File: config.mk
export PLATFORM = sky130hd
export DESIGN_NAME = demux4_burst_sched
export DESIGN_NICKNAME = d
export VERILOG_FILES = /design/src/rtl/demux_sched_pkg.sv /design/src/rtl/demux_slot.sv /design/src/rtl/demux4_burst_sched.sv
export SDC_FILE = /design/constraint.sdc
export NUM_CORES = 1
export LEC_CHECK = 0
export CAP_MARGIN = 20
export CORE_ASPECT_RATIO = 1.5
export CORE_MARGIN = 10
export CORE_UTILIZATION = 35
export CTS_BUF_LIST = sky130_fd_sc_hd__clkbuf_8
export DETAILED_ROUTE_END_ITERATION = 8
export GPL_ROUTABILITY_DRIVEN = 0
export SYNTH_ARGS = -nofsm -noshare
export SYNTH_HDL_FRONTEND = slang
export SYNTH_HIERARCHICAL = 1
export SYNTH_SLANG_ARGS = --single-unit
export TNS_END_PERCENT = 50
File: constraint.sdc
create_clock -name clk -period 2.6 [get_ports clk]
set_input_delay 0.65 -clock clk [delete_from_list [all_inputs] [get_ports clk]]
set_output_delay 0.65 -clock clk [all_outputs]
set_load 0.005 [all_outputs]
File: src/rtl/demux_sched_pkg.sv
// Shared constants and state type for the 1:4 burst demultiplexing scheduler.
package demux_sched_pkg;

  localparam int NUM_CH = 4;
  localparam int SEL_W  = 2;

  typedef enum logic {
    IDLE   = 1'b0,
    LOCKED = 1'b1
  } sched_state_t;

endpackage

File: src/rtl/demux_slot.sv
// One-entry output register for a single channel; a load wins over a drain so
// a simultaneous drain and load keeps the slot full with the new word.
module demux_slot #(
  parameter int DATA_W = 8
) (
  input  logic              clk,
  input  logic              rst,
  input  logic              load,
  input  logic              drain,
  input  logic [DATA_W-1:0] din,
  output logic              valid,
  output logic [DATA_W-1:0] data
);

  always_ff @(posedge clk) begin
    if (rst) begin
      valid <= 1'b0;
      data  <= '0;
    end else if (load) begin
      valid <= 1'b1;
      data  <= din;
    end else if (drain) begin
      valid <= 1'b0;
    end
  end

endmodule

File: src/rtl/demux4_burst_sched.sv
// Burst scheduler routing one valid/ready stream to four channel slots, with the
// channel chosen round-robin or by dest and held for the length of a burst.
module demux4_burst_sched
  import demux_sched_pkg::*;
#(
  parameter int DATA_W    = 8,
  parameter int BURST_LEN = 4
) (
  input  logic                     clk,
  input  logic                     rst,
  input  logic                     mode,
  input  logic [SEL_W-1:0]         dest,
  input  logic                     in_valid,
  input  logic [DATA_W-1:0]        in_data,
  input  logic                     in_last,
  output logic                     in_ready,
  output logic [NUM_CH-1:0]        out_valid,
  output logic [NUM_CH*DATA_W-1:0] out_data,
  input  logic [NUM_CH-1:0]        out_ready,
  output logic [SEL_W-1:0]         cur_sel,
  output logic                     burst_act
);

  localparam int CNT_W = $clog2(BURST_LEN + 1);

  sched_state_t     state;
  logic [SEL_W-1:0] rr_ptr;
  logic [SEL_W-1:0] lock_sel;
  logic             lock_rr;
  logic [CNT_W-1:0] beat_cnt;

  logic [SEL_W-1:0] tgt;
  logic             rr_burst;
  logic             acc;
  logic             burst_end;

  // The target only follows mode/dest while idle; a locked burst keeps its channel.
  always_comb begin
    tgt      = lock_sel;
    rr_burst = lock_rr;
    if (state == IDLE) begin
      tgt      = mode ? dest : rr_ptr;
      rr_burst = !mode;
    end
  end

  assign in_ready  = !rst && (!out_valid[tgt] || out_ready[tgt]);
  assign acc       = in_valid && in_ready;
  assign burst_end = acc && (in_last || (beat_cnt == CNT_W'(BURST_LEN - 1)));
  assign cur_sel   = tgt;
  assign burst_act = (state == LOCKED);

  always_ff @(posedge clk) begin
    if (rst) begin
      state    <= IDLE;
      rr_ptr   <= '0;
      lock_sel <= '0;
      lock_rr  <= 1'b0;
      beat_cnt <= '0;
    end else if (acc) begin
      if (burst_end) begin
        state    <= IDLE;
        beat_cnt <= '0;
        if (rr_burst) begin
          rr_ptr <= tgt + SEL_W'(1);
        end
      end else if (state == IDLE) begin
        state    <= LOCKED;
        lock_sel <= tgt;
        lock_rr  <= !mode;
        beat_cnt <= CNT_W'(1);
      end else begin
        beat_cnt <= beat_cnt + CNT_W'(1);
      end
    end
  end

  for (genvar k = 0; k < NUM_CH; k++) begin : g_slot
    demux_slot #(
      .DATA_W(DATA_W)
    ) u_slot (
      .clk  (clk),
      .rst  (rst),
      .load (acc && (tgt == SEL_W'(k))),
      .drain(out_ready[k]),
      .din  (in_data),
      .valid(out_valid[k]),
      .data (out_data[k*DATA_W +: DATA_W])
    );
  end

endmodule

Yosys cells after proc, flatten, opt, wreduce, memory -nomap -nowiden
Cells that the tools add are included.
- flip-flop bits (word level): 45
- bits of input ports: 19
- magnitude comparators: 1
- muxes and demuxes: 18
- bitwise operators: 2
- equal/unequal tests: 4
- reductions and logical operators: 20
- add/sub/neg operators: 2
- operators by type and width (kind ; count):
    1-bit 2-to-1 mux ; 12
    2-bit nonzero test ; 4
    1-bit logical AND ; 7
    3-bit 2-to-1 mux ; 2
    3-bit AND reduction ; 2
    1-bit binary-select mux with 2-bit select ; 2
    2-bit equality test, second input constant ; 2
    2-bit 2-to-1 mux ; 2
    3-bit by 1-bit adder with 3-bit output, second input constant ; 1
    3-bit by 2-bit equality test with 1-bit output, second input constant ; 1
    1-bit zero test ; 3
    2-bit by 3-bit less-than comparator with 1-bit output, second input constant ; 1
    2-bit by 1-bit adder with 2-bit output, second input constant ; 1
    2-bit by 1-bit equality test with 1-bit output, second input constant ; 1
    2-bit zero test ; 1
    1-bit logical OR ; 2
    1-bit NOT ; 2
    2-bit AND reduction ; 1

Logic depth before layout (Yosys ltp)
- depth in word-level cells: 11
- depth in mapped cells: 9
- mapped depth without buffers: 8

Modules after synthesis
The synthesis kept the hierarchy.
- by module, submodules not included (module ; area an instance (sq um) ; times used ; cells each):
    demux_slot ; 321.6 ; 4 ; 30
    demux4_burst_sched ; 713.2 ; 1 ; 75

Least setup slack after synthesis
Ideal clock, no wire load.
- kind: input to output
- from: input port mode
- to: output port in_ready
- buffers on the path: 0
- arrival time: 1769 ps
- slack: 181 ps
- stages on the path: 5
- path through: mux2_4 -> o21ai_4 -> inv_2 -> o311a_4 -> o21ba_2
- longest elaborated chain between the ends: 7
- elaborated cells between the ends (all ways): 9
- ends and longest elaborated chain (what ; line ; RTL):
    from (decl) ; demux4_burst_sched.sv:11 ; input logic mode,
    2-bit 2-to-1 mux (*) ; demux4_burst_sched.sv:42 ; tgt = mode ? dest : rr_ptr;
    2-bit 2-to-1 mux (*) ; demux4_burst_sched.sv:41 ; if (state == IDLE) begin
    via cur_sel[1] ; demux4_burst_sched.sv:20 ; output logic [SEL_W-1:0] cur_sel,
    1-bit binary-select mux with 2-bit select ; demux4_burst_sched.sv:47 ; assign in_ready = !rst && (!out_valid[tgt] || out_ready[tgt]);
    1-bit 2-to-1 mux (not written as such) ; demux4_burst_sched.sv:47 ;
    1-bit zero test ; demux4_burst_sched.sv:47 ;
    1-bit logical OR (*) ; demux4_burst_sched.sv:47 ;
    1-bit logical AND (*) ; demux4_burst_sched.sv:47 ;
    to (decl) ; demux4_burst_sched.sv:16 ; output logic in_ready,
The timed path passes the listed nets; every way through them passes the cells marked *. The select of a mux whose other input is x is not followed.

Worst setup path after layout
- from: input port mode
- to: output port in_ready
- longest elaborated chain between the ends: 7
- elaborated cells between the ends (all ways): 9
- ends and longest elaborated chain (what ; line):
    2-bit 2-to-1 mux (*) ; demux4_burst_sched.sv:42
    2-bit 2-to-1 mux (*) ; demux4_burst_sched.sv:41
    1-bit binary-select mux with 2-bit select ; demux4_burst_sched.sv:47
    1-bit 2-to-1 mux (not written as such) ; demux4_burst_sched.sv:47
    1-bit zero test ; demux4_burst_sched.sv:47
    1-bit logical OR (*) ; demux4_burst_sched.sv:47
    1-bit logical AND (*) ; demux4_burst_sched.sv:47
Every way passes the cells marked *; elsewhere a longest branch is shown, timed or not. The select of a mux whose other input is x is not followed.

==> results.cfg <==
[setup_path]
required_ps = 1950
crit_path_end_kind = output port
worst_ep_arrival_time_ps = 1950
cp_max_fo = 4
cp-start-kind = input pin
crit_type = in2out

[cts]
cts_buffers = 5
clk-insertion-delay-late_ps = 300
cts_tree = done
clock-root-buffer = clkbuf_8
clk_pin_slew_ps = 80
htree_num_levels = 2
cts_sinks = 45
cts_buffer_depth = 2

[outcome]
violations = negative setup slack
status = finished with violations

[yosys]
synth_cell_types = 31
synth_common_cells = dfxtp_1, mux2i_1, nor2_1
synth_top_area_share = 0.451
ys.flop_type = dfxtp_1
synth_fp_nets = 220
seq_area_frac_synth = 0.451
async_flop_share = 0
ys_top_cells_by_area = dfxtp_1, mux2i_1, nor2_1
synthCells = 195
yosysMostFrequentCell = dfxtp_1
ys.warnings.count = 6
ys_ff_latch = 45
syn_area_um2 = 2000
synth_edf_count = 0
synth.avg_cell_area_um2 = 10.3
synth_area_leader_cell = dfxtp_1

[final_layout]
area_growth_pct = 47.9
layout.nets = 300
drive_gt1_frac = 0.185
fill_cells = 505
n_antenna_cell = 0
instances_no_fill = 346

[pwr]
share_comb_of_total_power = 0.171
power_density_nw_per_um2 = 522
irDropWorstVdd_uv = 383
swShare = 0.240
power_leakage_uw = 0.00113
p_seq_frac = 0.468
p_clk_frac = 0.361
switchingPower_uw = 370
p_int_uw = 1170

[global_route]
grt_overflow = 0
grt_usage = 0.121
grt_pass1_vias = 1739
grt_pass1_wl_mm = 8.72
grt_max_degree = 53
antenna_found_initial = 0

[timing]
fmax_ghz = 0.384
finClkSkew_ps = 9.12
finalSetupViolations = 1
period_needed_ps = 2600
fin_hold_ws_ps = 487
slew_violations = 0
tightest_slew_ps = 507
final.setup.worst_slack_ps = -2.86
rsz0062_at_grt = true
slew_headroom = 0.662
hold_viol_final = 0
tns_ps = -2.86
finalCritPeriodShare = 1.00

[floorplanning]
core_area_um2 = 5490
start_util = 0.364
dieWidth_um = 81.7
top_level_ports = 59
row_count = 33
die_area_um2 = 9200
die_h_um = 113

[run]
drv_cap = 0

[route]
vias = 1609
detail-route-antenna-nets = 0
drt_iter0_markers = 25
drt_pass1_iterations = 4
drc_errors = 0
routed_wl_mm = 5.34
wire_per_inst_um = 15.4
viasPerCell = 4.65

[placement]
dp_hpwl_mm = 3.92
place_inst = 332
port_buffers = 58

[worst_hold_path]
hold_path.class = reg2reg
state kept, by name, indices dropped and copies added (netlist names):
register             flops
lock_rr                  1
g_slot.u_slot/valid      4
rr_ptr                   2
g_slot.u_slot/data      32
lock_sel                 2
burst_act                1
beat_cnt                 3
final cells by class:
type,instances,area [um2],share of cell area
clock buffers,6,82.6,0.0279
multi-input cells,129,1000,0.339
inverters,11,41.3,0.0140
flip-flops and latches,45,901,0.305
well taps,70,87.6,0.0296
repair buffers,83,803,0.272
clock inverters,2,37.5,0.0127
per-layer routing:
metal,vias to the layer above,GRT usage,part of all wire
met5,-,0,0
met4,0,0.0490,0.019
met3,7,0.0591,0.090
met2,47,0.200,0.50
met1,743,0.126,0.39
li1,812,-,-
placed cells by master, fill, tap and decap left out, types with 3 or more instances in the layout:
| cell type | count |
|---|---|
| a21oi_1 | 7 |
| and3_1 | 3 |
| buf_12 | 3 |
| buf_4 | 21 |
| clkbuf_8 | 6 |
| clkdlybuf4s50_1 | 52 |
| dfxtp_1 | 45 |
| ha_1 | 6 |
| inv_1 | 9 |
| mux2_4 | 4 |
| mux2i_1 | 37 |
| nand2b_1 | 11 |
| nor2_1 | 37 |
| nor2b_1 | 3 |
through the flow:
step / power, uW / instance area (um2) / util / worst slack, ps
3_5_place_dp: 991 / 2780 / 0.505 / -852
4_1_cts: 1560 / 2930 / 0.534 / -69.4
6_report: 1540 / 2960 / 0.538 / -2.86
3_3_place_gp: 990 / 2780 / 0.505 / -830
5_1_grt: 1610 / 2960 / 0.538 / -38.6
2_1_floorplan: 852 / 2000 / - / 181
kinds of logic (layout without fill, tap and decap cells):
kind of cell	Yosys count	after routing	synth area share
AO/OA/AOI/OAI	19	19	0.0876
adder cells (fa/ha/maj)	6	6	0.0375
flip-flops	45	45	0.451
multiplexers	43	43	0.223
buffers and inverters	21	102	0.0569
AND/OR/NAND/NOR	61	61	0.145
worst max-delay path, stage by stage:
cell	delay [ps]
buf_8	100
buf_6	110
mux2_4	290
mux2_4	300
inv_2	70
o311a_4	180
o21ba_4	150
buf_6	90
repair_timing:
action / in CTS / in global routing
setup endpoints to repair: 41 / 1
gates resized for setup: 21 / 1
buffers inserted: 3 / 3
pin swaps: 3 / 3
gates cloned: 0 / 0
hold buffers: 0 / 0
final timing paths:
check / from / end / slack, ps / cells past startpoint
worst min register to register: beat_cnt[2]$_SDFFE_PP0P_ / beat_cnt[2]$_SDFFE_PP0P_ / 490 / 2
worst min-delay path: beat_cnt[2]$_SDFFE_PP0P_ / beat_cnt[2]$_SDFFE_PP0P_ / 490 / 2
worst max register to register: rr_ptr[1]$_SDFFE_PP0P_ / g_slot[3].u_slot/data[4]$_SDFFE_PP0P_ / 290 / 11
worst max-delay path: mode / in_ready / -3 / 8
power by group through the flow:
stage	registers [uW]	logic, uW	clock network (uW)
2_1_floorplan	737	115	0
3_3_place_gp	738	252	0
3_5_place_dp	738	252	0
4_1_cts	723	262	572
5_1_grt	726	288	595
6_report	722	264	558
Note: power is estimated with default switching activity, not from simulation.
